[src/rtl/uart_pkg.sv]
`default_nettype none
// ============================================================================
//  uart_pkg
//  Shared UART constants and the loopback controller state encoding.
//  Rev 1.0
// ============================================================================
package uart_pkg;

    localparam int BYTE_W = 8;

    typedef enum logic [1:0] {
        ST_IDLE    = 2'd0,
        ST_SEND    = 2'd1,
        ST_WAIT_RX = 2'd2,
        ST_DONE    = 2'd3
    } loop_state_e;

endpackage
`default_nettype wire

[src/rtl/uart_loop_ctrl.sv]
`default_nettype none
// ============================================================================
//  uart_loop_ctrl
//  Sends an NBYTES message through a UART loopback, checks every echoed byte
//  against the latched copy and counts bad, corrupted or missing bytes.
//  Rev 1.0
// ============================================================================
module uart_loop_ctrl
    import uart_pkg::*;
#(
    parameter int NBYTES  = 4,
    parameter int TIMEOUT = 200000
) (
    input  logic                                     clk,
    input  logic                                     reset,
    input  logic                                     start,
    input  logic [BYTE_W*NBYTES-1:0]                 msg,
    output logic [BYTE_W-1:0]                        Tx_DATA,
    output logic                                     Tx_WR,
    output logic                                     Tx_EN,
    output logic                                     Rx_EN,
    input  logic                                     Tx_BUSY,
    input  logic [BYTE_W-1:0]                        Rx_DATA,
    input  logic                                     Rx_VALID,
    input  logic                                     Rx_PERROR,
    input  logic                                     Rx_FERROR,
    output logic                                     busy,
    output logic                                     done,
    output logic                                     pass,
    output logic [$clog2(NBYTES+1)-1:0]              err_count,
    output logic [((NBYTES > 1) ? $clog2(NBYTES) : 1)-1:0] byte_idx
);

    localparam int CNT_W = $clog2(NBYTES + 1);
    localparam int IDX_W = (NBYTES > 1) ? $clog2(NBYTES) : 1;
    localparam int TMR_W = (TIMEOUT > 1) ? $clog2(TIMEOUT) : 1;

    localparam logic [TMR_W-1:0] TMR_LAST = TMR_W'(TIMEOUT - 1);
    localparam logic [IDX_W-1:0] IDX_LAST = IDX_W'(NBYTES - 1);
    localparam logic [CNT_W-1:0] CNT_MAX  = CNT_W'(NBYTES);

    loop_state_e                state_q;
    logic [BYTE_W*NBYTES-1:0]   msg_q;
    logic [IDX_W-1:0]           byte_idx_q;
    logic [CNT_W-1:0]           err_count_q;
    logic [TMR_W-1:0]           timer_q;
    logic                       rx_valid_q;
    logic [BYTE_W-1:0]          tx_data_q;
    logic                       tx_wr_q;
    logic                       en_q;
    logic                       busy_q;
    logic                       done_q;
    logic                       pass_q;

    logic [BYTE_W-1:0]          cur_byte;
    logic                       rx_edge;
    logic                       timeout_hit;
    logic                       byte_fail;
    logic [CNT_W-1:0]           err_count_d;

    assign cur_byte    = msg_q[int'(byte_idx_q)*BYTE_W +: BYTE_W];
    assign rx_edge     = Rx_VALID & ~rx_valid_q;
    assign timeout_hit = (timer_q == TMR_LAST);

    // A reception in the timeout cycle wins, so a late-but-good echo still passes.
    assign byte_fail   = rx_edge ? ((Rx_DATA != cur_byte) | Rx_PERROR | Rx_FERROR) : 1'b1;

    assign err_count_d = (byte_fail && (err_count_q != CNT_MAX)) ? err_count_q + 1'b1
                                                                  : err_count_q;

    always_ff @(posedge clk) begin
        if (reset) begin
            state_q     <= ST_IDLE;
            msg_q       <= '0;
            byte_idx_q  <= '0;
            err_count_q <= '0;
            timer_q     <= '0;
            rx_valid_q  <= 1'b0;
            tx_data_q   <= '0;
            tx_wr_q     <= 1'b0;
            en_q        <= 1'b0;
            busy_q      <= 1'b0;
            done_q      <= 1'b0;
            pass_q      <= 1'b0;
        end else begin
            rx_valid_q <= Rx_VALID;
            tx_wr_q    <= 1'b0;

            case (state_q)
                ST_IDLE, ST_DONE: begin
                    if (start) begin
                        msg_q       <= msg;
                        byte_idx_q  <= '0;
                        err_count_q <= '0;
                        busy_q      <= 1'b1;
                        done_q      <= 1'b0;
                        pass_q      <= 1'b0;
                        en_q        <= 1'b1;
                        state_q     <= ST_SEND;
                    end
                end

                ST_SEND: begin
                    if (!Tx_BUSY) begin
                        tx_data_q <= cur_byte;
                        tx_wr_q   <= 1'b1;
                        timer_q   <= '0;
                        state_q   <= ST_WAIT_RX;
                    end
                end

                ST_WAIT_RX: begin
                    if (rx_edge || timeout_hit) begin
                        err_count_q <= err_count_d;
                        if (byte_idx_q == IDX_LAST) begin
                            done_q  <= 1'b1;
                            busy_q  <= 1'b0;
                            en_q    <= 1'b0;
                            pass_q  <= (err_count_d == '0);
                            state_q <= ST_DONE;
                        end else begin
                            byte_idx_q <= byte_idx_q + 1'b1;
                            state_q    <= ST_SEND;
                        end
                    end else begin
                        timer_q <= timer_q + 1'b1;
                    end
                end

                default: state_q <= ST_IDLE;
            endcase
        end
    end

    assign Tx_DATA   = tx_data_q;
    assign Tx_WR     = tx_wr_q;
    assign Tx_EN     = en_q;
    assign Rx_EN     = en_q;
    assign busy      = busy_q;
    assign done      = done_q;
    assign pass      = pass_q;
    assign err_count = err_count_q;
    assign byte_idx  = byte_idx_q;

endmodule
`default_nettype wire

[config.mk]
export PLATFORM = sky130hd
export DESIGN_NAME = uart_loop_ctrl
export DESIGN_NICKNAME = d
export VERILOG_FILES = /design/src/rtl/uart_pkg.sv /design/src/rtl/uart_loop_ctrl.sv
export SDC_FILE = /design/constraint.sdc
export NUM_CORES = 1
export LEC_CHECK = 0
export CAP_MARGIN = 20
export CORE_ASPECT_RATIO = 0.5
export CORE_MARGIN = 2
export CORE_UTILIZATION = 40
export CTS_CLUSTER_SIZE = 12
export DETAILED_ROUTE_END_ITERATION = 8
export GPL_TIMING_DRIVEN = 0
export PLACE_DENSITY = 0.74
export SLEW_MARGIN = 30
export SYNTH_ARGS = -nofsm -noshare
export SYNTH_HDL_FRONTEND = slang
export SYNTH_SLANG_ARGS = --single-unit
export TNS_END_PERCENT = 30
[constraint.sdc]
create_clock -name clk -period 2.95 [get_ports clk]
set_input_delay 0.59 -clock clk [delete_from_list [all_inputs] [get_ports clk]]
set_output_delay 0.59 -clock clk [all_outputs]
set_load 0.02 [all_outputs]
## Yosys cells after proc, flatten, opt, wreduce, memory -nomap -nowiden

Cells that the tools add are included.

- Reductions and logical operators: 15
- Muxes and demuxes: 29
- Add/subtract/negate cells: 3
- Shift operators: 1
- Eq/ne operators: 13
- Bitwise logic cells: 6

Operator list:

| cell | count |
|---|---|
| 18-bit 2-to-1 mux | 2 |
| 18-bit case mux with 2 select lines | 1 |
| 32-bit by 6-bit variable part select with 8-bit output | 1 |
| 18-bit by 1-bit adder with 18-bit output, second input constant | 1 |
| 18-bit == test, second input constant | 1 |
| 2-bit 2-to-1 mux | 7 |
| 2-bit != test, second input constant | 6 |
| 1-bit 2-to-1 mux | 10 |
| 3-bit 2-to-1 mux | 3 |
| 3-bit AND reduction | 3 |
| 8-bit != test | 1 |
| 4-bit AND reduction | 2 |
| 2-bit == test, second input constant | 3 |
| 1-bit case mux with 2 select lines | 3 |
| 2-bit case mux with 3 select lines | 1 |
| 3-bit case mux with 2 select lines | 1 |
| 2-bit case mux with 2 select lines | 1 |
| 2-bit AND reduction | 2 |
| 2-bit nonzero test | 2 |
| 2-bit OR reduction | 2 |
| 3-bit by 1-bit adder with 3-bit output, second input constant | 1 |
| 3-bit zero test | 1 |
| 3-bit != test, second input constant | 1 |
| 1-bit inverter | 3 |
| other kinds (7) | 8 |

- Register bits: 70
- Input bits: 47
- Logic and storage cells: 78
- Output and inout port bits: 19

## Logic depth before layout (Yosys ltp)

Gate-level depths: netlist (run 1).

- Depth after elaboration: 11
- Gate-level depth with buffers: 9
- Depth with buffers taken out: 7

## Least setup slack after synthesis (run 1)

Ideal clock, no wire load.

- Path type: reg2reg
- Start point: reg byte_idx_q[1] (netlist: byte_idx[1])
- End point: reg pass_q (netlist: pass)
- Required time: 2.866 ns
- Stages on the path, launching flop included: 8
- Arrival time: 2.198 ns
- Buffers on the path: 1
- Clock period less this slack: 2.282 ns
- Setup time: 0.084 ns
- Path slack: 0.668 ns
- Cell sequence: dfxtp_1 -> buf_6 -> mux4_1 -> xnor2_1 -> nand3_2 -> o31a_1 -> o21a_1 -> o31ai_2

- Longest elaborated chain between the ends: 11
- Elaborated cells between the ends (all ways): 14
- Those cells by class: eq/ne (3); shift (1); mux (5); bitwise (2); reduce/logical (3)

RTL lines:

| element | line | RTL |
|---|---|---|
| start, declared | uart_loop_ctrl.sv:44 | `logic [IDX_W-1:0] byte_idx_q;` |
| start signal, assigned | uart_loop_ctrl.sv:122 | `byte_idx_q <= byte_idx_q + 1'b1;` |
| 32-bit by 6-bit variable part select with 8-bit output | uart_loop_ctrl.sv:61 | `assign cur_byte = msg_q[int'(byte_idx_q)*BYTE_W +: BYTE_W];` |
| 8-bit != test | uart_loop_ctrl.sv:66 | `assign byte_fail = rx_edge ? ((Rx_DATA != cur_byte) \| Rx_PERROR \| Rx_FERROR) : 1'b1;` |
| 1-bit bitwise OR (2 in a row) | uart_loop_ctrl.sv:66 |  |
| 1-bit 2-to-1 mux | uart_loop_ctrl.sv:66 |  |
| 1-bit logical AND | uart_loop_ctrl.sv:68 | `assign err_count_d = (byte_fail && (err_count_q != CNT_MAX)) ? err_count_q + 1'b1` |
| 3-bit 2-to-1 mux | uart_loop_ctrl.sv:68 |  |
| 3-bit zero test | uart_loop_ctrl.sv:119 | `pass_q <= (err_count_d == '0);` |
| 1-bit 2-to-1 mux | uart_loop_ctrl.sv:115 | `if (byte_idx_q == IDX_LAST) begin` |
| 1-bit 2-to-1 mux | uart_loop_ctrl.sv:113 | `if (rx_edge \|\| timeout_hit) begin` |
| 1-bit case mux with 2 select lines | uart_loop_ctrl.sv:89 | `case (state_q)` |
| end signal, assigned | uart_loop_ctrl.sv:119 |  |
| end, declared | uart_loop_ctrl.sv:53 | `logic pass_q;` |

Parallel ways exist; a longest one is shown, timed or not. The select of a mux whose other input is x is not followed.
A chain may end at the register's enable or synchronous reset.

## Final worst setup path (run 1)

- Start point: reg byte_idx_q[0] (netlist: byte_idx[0])
- End point: reg pass_q (netlist: pass)

Same word-level chain as after synthesis.

==> out/metrics.yaml, run 1 <==
placed_design:
  io_buffers: 64
  globalplace.congestion: 0.794
  placed_cells: 559
  place_area_mm2: 0.00400
  dp_hpwl_um: 5870
pwr:
  p_per_area_mw_per_mm2: 603
  leakage_nw: 1.49
  ir_worst_vdd_uv: 317
  power_w: 0.00261
synthesis:
  async_flop_share: 0
  synth_edf_count: 0
  syn-num-nets: 436
  yosys_most_used_dff: "dfxtp_1"
  synth.avg_cell_area_um2: 8.40
  ys_seq_area_frac: 0.435
  ys_warn_count: 0
  netlist_instances: 383
  synth_cell_types: 45
  synth_area_mm2: 0.00322
  ys_ff_latch: 70
clock_network:
  htree_levels: 3
  cts_root_buffer: "clkbuf_16"
  ctsHoldBuffers: 0
  insertion_delay_ps: 340
  clockBufferDepth: 2
  tritoncts: "yes"
  numCtsBuffers: 9
  cts_sinks: 70
  cts_setup_buffers: 0
  clkTransAtPathRegs_ps: 60
  post_cts_resized: 0
sta:
  worst_slew_pin_slew_ps: 673
  min_period_ps: 2600
  tns_ps: 0
  relSlewSlack: 0.548
  fmax_mhz: 385
  rsz0062_at_grt: "no"
  fin_crit_sh: 0.882
  slew_violations: 0
  finalClockSkew_ps: 6.86
  hold_viol: 0
  finalSetupViolations: 0
drt:
  drt-initial-drc-count: 205
  post-route-drc-count: 0
  drt-total-wl_um: 8030
  firstDrtPassIters: 4
  vias_per_cell: 5.12
  wl_per_cell_um: 14.0
  via_count: 2944
  ant_nets: 0
hold_path:
  hp-class: "flip-flop to flip-flop"
setup_path:
  critical_path_peak_fanout: 10
  end_kind: "flip-flop"
  critPathKind: "flip-flop to flip-flop"
  arrival_ps: 2860
  setup.worst_path.start_class: "flip-flop"
  required_ps: 3210
  reg2reg_slack_ps: 350
grt:
  grt_pass1_wl_um: 13100
  grt_pass1_vias: 2802
  antenna_found_initial: 0
  overflow: 0
  grt_max_degree: 15
  grt_usage: 0.199
finish:
  layout.nets: 511
  layout_common_cells: "96 x nand2_1, 70 x dfxtp_1, 64 x clkdlybuf4s50_1"
  area_growth_pct: 34.6
  layout-drive-gt1-share: 0.0605
  final_core_util: 0.547
  layout_commonest_cell: "nand2_1"
  stdcell_area_mm2: 0.00433
  n_antenna_cell: 0
  stdcell_count: 575
outcome:
  status: "finished, final reports clean"
floorplanning:
  die_y_um: 67.4
  die-width_um: 131
  initial_core_util: 0.407
  io_pins: 66
  core_mm2: 0.00791
  fp.dieArea_mm2: 0.00882
  fp-row-count: 23
flow_run:
  cap_violations: 0
-- flip-flops by register name, indices dropped and copies added (netlist names) --
register / count
done: 1
Tx_DATA: 8
byte_idx: 2
Tx_WR: 1
err_count: 3
msg_q: 32
rx_valid_q: 1
pass: 1
timer_q: 18
state_q: 2
busy: 1
-- synth_stat cells, types with 3 or more instances --
cell type,n,area share
a21oi_1,61,0.095
and2_1,5,0.0097
clkbuf_1,20,0.023
dfxtp_1,70,0.44
ha_1,6,0.023
inv_1,9,0.010
mux4_1,6,0.049
nand2_1,96,0.11
nand2b_1,4,0.0078
nand3_1,6,0.0093
nor2_1,11,0.013
nor2b_1,5,0.0097
o211ai_1,3,0.0070
o21ai_0,16,0.025
o31ai_1,4,0.0093
or3_1,11,0.021
or4_1,5,0.012
xnor2_1,9,0.024
-- per-stage QoR --
| step | hold slack [ps] | worst slack [ps] |
|---|---|---|
| 2_1_floorplan | 432 | 668 |
| 5_1_grt | 468 | 138 |
| 3_5_place_dp | 443 | 67.4 |
| 3_3_place_gp | 438 | 118 |
| 6_report | 451 | 349 |
| 4_1_cts | 451 | 348 |
-- layer usage --
layer	up-vias	track usage	wire length, um
li1	1503	-	-
met1	1367	0.241	3620
met2	66	0.340	3950
met3	8	0.0689	389
met4	0	0.0559	65
met5	-	0	0
-- path summary, 6_finish.rpt --
kind                             startpoint         to  depth (start not counted)
worst min register to register    msg_q[18]  msg_q[18]                          2
worst max register to register  byte_idx[0]       pass                          7
worst max-delay path            byte_idx[0]       pass                          7
worst min-delay path              msg_q[18]  msg_q[18]                          2
-- report_power, final --
part           switching, W  internal, W  total (W)
sequential        0.0000328      0.00100    0.00104
clock              0.000441     0.000753    0.00119
combinational      0.000210     0.000173   0.000383
total              0.000684      0.00193    0.00261
-- kinds of logic after synthesis --
kind of cell             synth area share
adder cells (fa/ha/maj)            0.0233
buffers and inverters              0.0420
AO/OA/AOI/OAI                       0.177
flip-flops                          0.435
XOR/XNOR                           0.0299
multiplexers                       0.0692
AND/OR/NAND/NOR                     0.223
-- final cells by class --
class	count	area [um^2]
clock buffers	9	225
clock inverters	7	106
well taps	112	140
flip-flops and latches	70	1400
inverters	9	33.8
plain buffers	23	101
multi-input cells	281	1680
fillers	745	3580
repair buffers	64	641
-- worst max-delay path, cell delays in order, from the launching register on --
cell	delay [ps]
dfxtp_1	460
clkbuf_1	470
mux4_1	430
xnor2_1	180
nand3_1	220
o31a_1	360
o21a_1	200
o31ai_2	200
(Power assumes the default switching activity.)
==> inputs of run 2 (changes only) <==
- CAP_MARGIN: 20 -> not set
==> results of run 2 <==
Final layout, timing and power as in run 1 (identical DEF).
==> inputs of run 3 (changes only) <==
- PLACE_DENSITY: 0.74 -> 0.68
==> run 3 against run 2 <==
Wire length grew 0.93%. Sequential power hardly changed. Sequential cell count is the same. Critical path depth is 2 higher. Combinational power hardly changed. Clock power down 8%. Clock-buffer cell count is the same. Fmax hardly changed. Via count shrank 1.3%. Non-clock buffer count did not move.
==> out/metrics.yaml, run 3 (synthesized netlist as in run 1, its figures left out) <==
setup_path:
  cp_slowest_cell: "a31oi_2"  # was clkbuf_1
  end_kind: "flip-flop"  # unchanged
  crit_buf_inv: 3  # was 1
  critPathKind: "flip-flop to flip-flop"  # unchanged
  critical_path_peak_fanout: 10  # unchanged
  slowest_delay_ps: 400  # was 470 ps
  crit_path_frequent_cell: "clkbuf_1"
  cp_cell_sequence: "inv_1 -> ha_1 -> clkbuf_1 -> nand2_1 -> a31oi_2 -> o211ai_1 -> clkbuf_1 -> or3_1 -> a21oi_1"  # was clkbuf_1 -> mux4_1 -> xnor2_1 -> nand3_1 -> o31a_1 -> o21a_1 -> o31ai_2
  arrival_ps: 2860  # about the same
  path_delay_family: "compound AO/OA/AOI/OAI gates"  # unchanged
  setup.worst_path.start_class: "flip-flop"  # unchanged
  required_ps: 3210  # about the same
floorplanning:
  core_mm2: 0.00791  # unchanged
  die_y_um: 67.4  # unchanged
  fp.dieArea_mm2: 0.00882  # unchanged
  die-width_um: 131  # unchanged
  initial_core_util: 0.407  # unchanged
  io_pins: 66  # unchanged
  fp-row-count: 23  # unchanged
pwr:
  p_per_area_mw_per_mm2: 585  # was 603 mW/mm^2
  intPower_w: 0.00184  # was 0.00193 W
  leakage_nw: 1.47  # was 1.49 nW
  combPwrFrac: 0.152  # was 0.147
  seqPwrFrac: 0.412  # was 0.397
  ir_worst_vdd_uv: 335  # was 317 uV
  pwr-share-clk: 0.436  # was 0.457
  switching_share: 0.270  # was 0.262
  power_switching_w: 0.000679  # was 0.000684 W
grt:
  grt_max_degree: 15  # unchanged
  grt_pass1_vias: 2700  # was 2802
  grt_usage: 0.200  # was 0.199
  overflow: 0  # unchanged
  antenna_found_initial: 0  # unchanged
  grt_pass1_wl_um: 13200  # was 13100 um
clock_network:
  cts_sinks: 70  # unchanged
  tritoncts: "yes"  # unchanged
  cts_setup_buffers: 0  # unchanged
  insertion_delay_ps: 340  # about the same
  clockBufferDepth: 2  # unchanged
  numCtsBuffers: 9  # unchanged
  post_cts_resized: 0  # unchanged
  cts_root_buffer: "clkbuf_16"  # unchanged
  htree_levels: 3  # unchanged
  clkTransAtPathRegs_ps: 60  # about the same
  ctsHoldBuffers: 0  # unchanged
sta:
  slew_violations: 0  # unchanged
  relSlewSlack: 0.528  # was 0.548
  tns_ps: 0  # unchanged
  min_period_ps: 2600  # about the same
  rsz0062_at_grt: "no"  # unchanged
  fin_crit_sh: 0.881  # was 0.882
  finalClockSkew_ps: 5.06  # was 6.86 ps
  hold_viol: 0  # unchanged
  fmax_mhz: 385  # about the same
  finalSetupViolations: 0  # unchanged
  worst_slew_pin_slew_ps: 704  # was 673 ps
drt:
  post-route-drc-count: 0  # unchanged
  wl_per_cell_um: 14.1  # was 14.0 um
  drt-initial-drc-count: 139  # was 205
  vias_per_cell: 5.06  # was 5.12
  drt-total-wl_um: 8110  # was 8030 um
  firstDrtPassIters: 4  # unchanged
  via_count: 2907  # was 2944
  ant_nets: 0  # unchanged
outcome:
  status: "finished, final reports clean"  # unchanged
finish:
  largest-register: "msg_q"  # unchanged
  area_growth_pct: 33.7  # was 34.6%
  layout_commonest_cell: "nand2_1"  # unchanged
  layout-drive-gt1-share: 0.0605  # unchanged
  largest_reg_flops: 32  # unchanged
  layout.nets: 511  # unchanged
  layout_common_cells: "96 x nand2_1, 70 x dfxtp_1, 64 x clkdlybuf4s50_1"  # unchanged
  n_antenna_cell: 0  # unchanged
  stdcell_count: 575  # unchanged
placed_design:
  placed_cells: 559  # unchanged
  globalplace.congestion: 0.807  # was 0.794
  io_buffers: 64  # unchanged
  dp_hpwl_um: 5940  # was 5870 um
flow_run:
  cap_violations: 0  # unchanged
hold_path:
  hp-class: "flip-flop to flip-flop"  # unchanged
## run 3: per-stage QoR
stage / utilization / total power, W / setup WS, ps / cell area [um^2] / hold WS (ps)
2_1_floorplan: - / 0.00128 / 668 / 3220 / 432
3_3_place_gp: 0.505 / 0.00143 / 123 / 4000 / 438
3_5_place_dp: 0.505 / 0.00144 / 73.7 / 4000 / 444
4_1_cts: 0.544 / 0.00254 / 328 / 4300 / 453
5_1_grt: 0.544 / 0.00263 / 12.2 / 4300 / 477
6_report: 0.544 / 0.00252 / 352 / 4300 / 452
## run 3: worst reg2reg max path, stage by stage, from the launching register on
cell,delay [ps]
dfxtp_1,330
inv_1,60
ha_1,130
clkbuf_1,330
nand2_1,130
a31oi_2,400
o211ai_1,320
clkbuf_1,310
or3_1,400
a21oi_1,140
## run 3: worst paths after layout
path	cells after the start	to	slack, ps	startpoint
worst max-delay path	9	timer_q[13]	350	state_q[0]
worst min-delay path	2	msg_q[4]	450	msg_q[4]
worst max register to register	9	timer_q[13]	350	state_q[0]
worst min register to register	2	msg_q[4]	450	msg_q[4]
## run 3: power by group through the flow
| stage | Clock [W] | Sequential, W | Combinational (W) |
|---|---|---|---|
| 6_report | 0.00110 | 0.00104 | 0.000384 |
| 5_1_grt | 0.00116 | 0.00104 | 0.000428 |
| 4_1_cts | 0.00111 | 0.00104 | 0.000387 |
| 3_5_place_dp | 0 | 0.00106 | 0.000385 |
| 3_3_place_gp | 0 | 0.00105 | 0.000379 |
| 2_1_floorplan | 0 | 0.00105 | 0.000228 |
## run 3: layout make-up
type / instances / area, um^2
plain buffers: 23 / 101
clock inverters: 7 / 78.8
inverters: 9 / 33.8
multi-input cells: 281 / 1680
clock buffers: 9 / 225
repair buffers: 64 / 641
fillers: 734 / 3610
well taps: 112 / 140
flip-flops and latches: 70 / 1400
## run 3: per-layer routing
layer	global-route usage	up-vias	routed length, um
met5	0	-	0
met3	0.0563	9	256
li1	-	1495	-
met2	0.332	49	3940
met4	0.0678	0	75
met1	0.254	1354	3840
